**src/rtl/read_control.sv**
```systemverilog
// Reads packages back from the even/odd interleaved memories and streams them as 16-bit words.
// Optional build macro READ_CONTROL_CHECKSUM_EN appends a modulo-2^16 sum word that carries eop.
`timescale 1ns/1ps
module read_control #(
  parameter int PACKAGE_LENGTH = 1036,
  parameter int MEMORY_DEPTH   = 24576,
  parameter int READ_LATENCY   = 2,
  parameter int FIFO_DEPTH     = 4
) (
  input  logic        clk,
  input  logic        reset,
  input  logic        live_rising,
  input  logic        wr_pkg_done,
  output logic [14:0] even_rdaddr,
  input  logic [15:0] even_q,
  output logic [14:0] odd_rdaddr,
  input  logic [15:0] odd_q,
  output logic [15:0] out_data,
  output logic        out_valid,
  input  logic        out_ready,
  output logic        out_sop,
  output logic        out_eop,
  output logic        busy,
  output logic [5:0]  pkg_pending,
  output logic        overflow
);
  localparam int HALF        = PACKAGE_LENGTH / 2;
  localparam int MAX_PENDING = MEMORY_DEPTH / HALF;
`ifdef READ_CONTROL_CHECKSUM_EN
  localparam int ISSUES = PACKAGE_LENGTH + 1;
`else
  localparam int ISSUES = PACKAGE_LENGTH;
`endif
  localparam int KW  = $clog2(ISSUES + 1);
  localparam int FW  = $clog2(FIFO_DEPTH);
  localparam int TOP = READ_LATENCY - 1;

  typedef enum logic [1:0] {IDLE, READ, DRAIN} state_t;

  state_t        state_reg, state_next;
  logic [14:0]   base_reg, base_next;
  logic [KW-1:0] k_reg, k_next;
  logic [5:0]    pending_reg, pending_next;
  logic          overflow_reg, overflow_next;
  logic          clear, issue, start, credit_ok, chk_issue;
  logic [31:0]   inflight;
  logic [14:0]   rd_addr, base_adv;

  logic [READ_LATENCY-1:0] pipe_valid_reg, pipe_odd_reg, pipe_sop_reg, pipe_eop_reg;

  logic [17:0]   fifo_mem [FIFO_DEPTH];
  logic [FW-1:0] wptr_reg, rptr_reg;
  logic [FW:0]   count_reg;
  logic [17:0]   head;
  logic [15:0]   ret_word, push_data;
  logic          push, pop;

  function automatic logic [14:0] wrap_add(input logic [14:0] a, input logic [15:0] b);
    logic [15:0] s;
    s = {1'b0, a} + b;
    return (s >= 16'(MEMORY_DEPTH)) ? 15'(s - 16'(MEMORY_DEPTH)) : s[14:0];
  endfunction

  assign clear       = reset || live_rising;
  assign rd_addr     = wrap_add(base_reg, 16'(k_reg >> 1));
  assign base_adv    = wrap_add(base_reg, 16'(HALF));
  assign even_rdaddr = rd_addr;
  assign odd_rdaddr  = rd_addr;

  always_comb begin
    inflight = '0;
    for (int i = 0; i < READ_LATENCY; i++) inflight = inflight + 32'(pipe_valid_reg[i]);
  end

  // Credit covers both buffered words and reads still in the RAM pipeline.
  assign credit_ok = (32'(count_reg) + inflight) < 32'(FIFO_DEPTH);

  always_comb begin
    state_next = state_reg;
    k_next     = k_reg;
    base_next  = base_reg;
    issue      = 1'b0;
    start      = 1'b0;
    case (state_reg)
      IDLE: begin
        if (pending_reg != '0) begin
          start      = 1'b1;
          k_next     = '0;
          state_next = READ;
        end
      end
      READ: begin
        if (credit_ok) begin
          issue = 1'b1;
          if (k_reg == KW'(ISSUES - 1)) begin
            k_next     = '0;
            base_next  = base_adv;
            state_next = DRAIN;
          end else begin
            k_next = k_reg + KW'(1);
          end
        end
      end
      DRAIN: begin
        if (out_valid && out_ready && out_eop) state_next = IDLE;
      end
      default: state_next = IDLE;
    endcase
  end

  always_comb begin
    pending_next  = pending_reg;
    overflow_next = overflow_reg;
    if (wr_pkg_done && pending_reg == 6'(MAX_PENDING)) overflow_next = 1'b1;
    if (wr_pkg_done && !start && pending_reg != 6'(MAX_PENDING))
      pending_next = pending_reg + 6'd1;
    else if (start && !wr_pkg_done)
      pending_next = pending_reg - 6'd1;
  end

  always_ff @(posedge clk) begin
    if (clear) begin
      state_reg    <= IDLE;
      base_reg     <= '0;
      k_reg        <= '0;
      pending_reg  <= '0;
      overflow_reg <= 1'b0;
    end else begin
      state_reg    <= state_next;
      base_reg     <= base_next;
      k_reg        <= k_next;
      pending_reg  <= pending_next;
      overflow_reg <= overflow_next;
    end
  end

  // Return pipeline tracks each read until its data appears on even_q/odd_q.
  always_ff @(posedge clk) begin
    if (clear) pipe_valid_reg <= '0;
    else begin
      pipe_valid_reg[0] <= issue;
      for (int i = 1; i < READ_LATENCY; i++) pipe_valid_reg[i] <= pipe_valid_reg[i-1];
    end
    pipe_odd_reg[0] <= k_reg[0];
    pipe_sop_reg[0] <= (k_reg == '0);
    pipe_eop_reg[0] <= (k_reg == KW'(ISSUES - 1));
    for (int i = 1; i < READ_LATENCY; i++) begin
      pipe_odd_reg[i] <= pipe_odd_reg[i-1];
      pipe_sop_reg[i] <= pipe_sop_reg[i-1];
      pipe_eop_reg[i] <= pipe_eop_reg[i-1];
    end
  end

  assign ret_word = pipe_odd_reg[TOP] ? odd_q : even_q;
  assign push     = pipe_valid_reg[TOP];

`ifdef READ_CONTROL_CHECKSUM_EN
  logic [READ_LATENCY-1:0] pipe_chk_reg;
  logic [15:0]             sum_reg;

  assign chk_issue = (k_reg == KW'(PACKAGE_LENGTH));
  assign push_data = pipe_chk_reg[TOP] ? sum_reg : ret_word;

  always_ff @(posedge clk) begin
    pipe_chk_reg[0] <= chk_issue;
    for (int i = 1; i < READ_LATENCY; i++) pipe_chk_reg[i] <= pipe_chk_reg[i-1];
    if (clear) sum_reg <= '0;
    else if (push && !pipe_chk_reg[TOP])
      sum_reg <= (pipe_sop_reg[TOP] ? 16'd0 : sum_reg) + ret_word;
  end
`else
  assign chk_issue = 1'b0;
  assign push_data = ret_word;
`endif

  assign pop = out_valid && out_ready;

  always_ff @(posedge clk) begin
    if (push) fifo_mem[wptr_reg] <= {pipe_sop_reg[TOP], pipe_eop_reg[TOP], push_data};
  end

  always_ff @(posedge clk) begin
    if (clear) begin
      wptr_reg  <= '0;
      rptr_reg  <= '0;
      count_reg <= '0;
    end else begin
      if (push) wptr_reg <= wptr_reg + FW'(1);
      if (pop)  rptr_reg <= rptr_reg + FW'(1);
      count_reg <= count_reg + (FW+1)'(push) - (FW+1)'(pop);
    end
  end

  assign head        = fifo_mem[rptr_reg];
  assign out_valid   = (count_reg != '0);
  assign out_data    = out_valid ? head[15:0] : 16'd0;
  assign out_sop     = out_valid && head[17];
  assign out_eop     = out_valid && head[16];
  assign busy        = (state_reg != IDLE);
  assign pkg_pending = pending_reg;
  assign overflow    = overflow_reg;
endmodule

```
**config.mk**
```make
export PLATFORM = sky130hd
export DESIGN_NAME = read_control
export DESIGN_NICKNAME = d
export VERILOG_FILES = /design/src/rtl/read_control.sv
export SDC_FILE = /design/constraint.sdc
export NUM_CORES = 1
export LEC_CHECK = 0
export BUFFER_PORTS_ARGS = -buffer_cell sky130_fd_sc_hd__buf_2
export CAP_MARGIN = 20
export CORE_MARGIN = 10
export CORE_UTILIZATION = 50
export CTS_BUF_LIST = sky130_fd_sc_hd__clkbuf_8
export DETAILED_ROUTE_END_ITERATION = 8
export PLACE_DENSITY = 0.74
export SYNTH_ARGS = -nofsm -noshare
export SYNTH_HDL_FRONTEND = slang
export SYNTH_SLANG_ARGS = --single-unit
```
**constraint.sdc**
```tcl
create_clock -name clk -period 2.6 [get_ports clk]
set_input_delay 0.13 -clock clk [delete_from_list [all_inputs] [get_ports clk]]
set_output_delay 0.13 -clock clk [all_outputs]
set_load 0.01 [all_outputs]
```
==> results by group <==
Status
  • Status: complete, but fails checks
  • Violated checks: setup timing

Yosys
  • Top post-synthesis cells by area: edfxtp_1 (35%), dfxtp_1 (17%), mux4_2 (6.6%), ha_1 (5.3%), xnor2_1 (3.5%)
  • Post-synth EDFFs: 72
  • Post-Synthesis Cells: 517
  • Leading area contributor after synthesis: edfxtp_1
  • Synth top area share: 0.350
  • Ys Warns: 0
  • Count leader, synth: edfxtp_1
  • Most common library cells after synthesis: edfxtp_1 (72), dfxtp_1 (51), nor2_1 (49)
  • Post-Syn Nets: 583
  • Number of distinct library cells after synthesis: 59
  • Yosys reg bits: 123
  • Synth Flop Type: edfxtp_1
  • Syn avg cell area: 11.9 µm²
  • Post-synthesis async set-or-reset flop share: 0
  • Register area share after synthesis: 0.515
  • Mapped Area: 6180 µm²

Die
  • # IOs: 94
  • Starting Density: 0.512
  • DIE WIDTH: 131 µm
  • Area of the core: 12,100 µm²
  • Die area: 17,200 µm²
  • DIE HEIGHT: 131 µm
  • Rows: 40

Layout
  • Area taken by multi-input logic gates: 2860 µm²
  • Sequential cell area: 3190 µm²
  • Share of cells above drive strength 1: 0.377
  • Filler instances: 941
  • N_diodes: 0
  • Design area: 7410 µm²
  • P&R area growth vs syn: 19.9%
  • Max FFs per register: 72
  • Nets@finish: 687
  • Finished Layout Cells: 802

Worst setup path
  • R2R Path Start: base_reg[1]
  • Crit Path Class: reg2out
  • Worst endpoint required time: 2.47 ns
  • Largest fanout on the critical path: 5
  • Buf/Inv on CP: 1
  • Crit-path cells: ha_4 -> fa_2 -> a21o_1 -> a21oi_2 -> o21ai_2 -> a31o_4 -> o211a_1 -> o31ai_2 -> buf_2
  • Reg2reg path depth: 14
  • FF-to-FF End: base_reg[13]
  • Startpoint Class: register
  • Crit end category: primary output
  • R2r setup slk: 0.10 ns
  • Delay of the slowest critical-path stage: 0.36 ns
  • Slowest CP cell: fa_2
  • Crit path DAT: 2.55 ns
  • Crit path max-delay family: compound AO/OA/AOI/OAI gates

Timing
  • Setup TNS: -0.158 ns
  • Final Skew: 0.0137 ns
  • Period Utilization, post-route: 1.03
  • Final Hold Viols: 0
  • RSZ-0062 raised after global routing: yes
  • Fin worst setup slack: -0.0795 ns
  • Final hold slack: 0.0508 ns
  • Slew HR: 0.496
  • Measured slew at the worst slew-check pin: 0.755 ns
  • Max Clock Freq: 0.373 GHz
  • Final setup vio count: 2
  • Count of pins over their slew limit: 0
  • Fin crit period: 2.68 ns

Clock tree
  • Clock tree buffer depth: 2
  • CTS HTree Levels: 4
  • Clock sink total: 123
  • Root Driver: clkbuf_8
  • CTS tree: done
  • TritonCTS Buffers: 17
  • Clock-pin slew on the worst setup and hold paths: 0.08 ns
  • Clock Latency Late Sink: 0.43 ns

Power
  • Lkg Pwr: 2.88 nW
  • Pwr/cell area: 697 nW/µm²
  • Total power: 0.00516 W
  • Peak supply drop: 327 µV

Placed design
  • Placer Congestion: 0.845
  • Placed Cells: 759
  • Area post-placement: 6790 µm²
  • Post-DP HPWL: 8.76 mm
  • PortBufs: 93

Global route
  • Antenna violations before repair: 0
  • Largest net degree at the start of global routing: 31
  • Total Routing Usage GR: 0.146
  • Vias in the first global route: 4,439
  • Total gr overflow: 0
  • Global-route wire length before repair: 21.1 mm

Detailed routing
  • DRC: 0
  • Drt total wl: 12.8 mm
  • Avg WL per Cell: 16.0 µm
  • First DRT Iteration DRCs: 360
  • Antenna Nets Post-Route: 0
  • DRT Pass-1 Iters: 4
  • Vias: 4,270
  • DR vias/cell: 5.32

Hold path
  • Hold EP: state_reg[1]
  • Hold wc startpoint: reset
  • Hold depth: 3
  • Worst hold-check path type: in2reg

Job
  • Max_cap viols: 0
## cell type report
type,count,area share
multi-input cells,334,0.386
well taps,168,0.0284
flip-flops and latches,123,0.431
clock buffers,17,0.0316
repair buffers,126,0.0971
clock inverters,15,0.0161
inverters,19,0.00963
## worst max path at each step
stage,start,end,slack [ns],cells after the start
finish,k_reg[2],odd_rdaddr[13],-0.08,9
CTS,k_reg[2],odd_rdaddr[13],-0.11,9
global route,k_reg[2],odd_rdaddr[13],-0.19,9
global placement,pkg_pending[1],pkg_pending[5],0.03,13
floorplan,k_reg[2],odd_rdaddr[13],0.02,9
detailed placement,pkg_pending[3],pkg_pending[5],-0.07,13
## worst register-to-register path, stage by stage (launching register included)
cell      delay (ns)
dfxtp_2         0.36
buf_4           0.16
inv_1           0.05
ha_1            0.20
nand4b_1        0.26
nor2_2          0.16
o21ai_1         0.10
xnor2_1         0.18
ha_1            0.16
nand2_1         0.06
a221oi_2        0.24
nor3_1          0.08
nor2_1          0.18
buf_4           0.14
o31ai_1         0.06
## routing by layer
metal  share of wire  global-route usage  up-vias
met5               0                   0        -
met4           0.015              0.0469        0
met3           0.041              0.0419       22
met2            0.48               0.242      115
met1            0.46               0.180     2054
li1                -                   -     2079
## cell usage in the layout (no fill, tap or decap), types with 18 or more instances in the layout
cell type	count
ha_1	20
buf_2	93
and2_1	21
buf_4	31
xnor2_1	24
mux4_2	18
edfxtp_1	72
inv_1	19
dfxtp_1	45
nor2_1	48
## power breakdown
part,internal (W),switching (W),leakage (nW)
logic,0.000645,0.000737,1.65
registers,0.00222,0.0000832,1.06
clock network,0.000674,0.000804,0.169
total,0.00354,0.00162,2.88
## metrics by stage
stage               setup slack (ns)  utilization
floorplan                     0.0190            -
global placement              0.0295        0.563
detailed placement           -0.0650        0.563
CTS                           -0.109        0.603
global route                  -0.194        0.614
finish                       -0.0795        0.614
## kinds of logic after synthesis
| group | Yosys count | synth area share |
|---|---|---|
| AOI/OAI and AO/OA | 74 | 0.0812 |
| xor gates and xnor gates | 35 | 0.0496 |
| buffers and inverters | 60 | 0.0486 |
| adders and majority gates | 29 | 0.0624 |
| DFF | 123 | 0.515 |
| and+or+nand+nor | 156 | 0.138 |
| muxes | 40 | 0.105 |
## timing repair
action | in CTS | in global routing
pin swaps | 9 | 11
endpoints found under the hold margin | 1 | 0
hold buffers | 1 | 0
endpoints found under the setup margin | 13 | 16
setup buffers | 5 | 5
resized for setup | 20 | 20
Note: power is estimated with default switching activity, not from simulation.
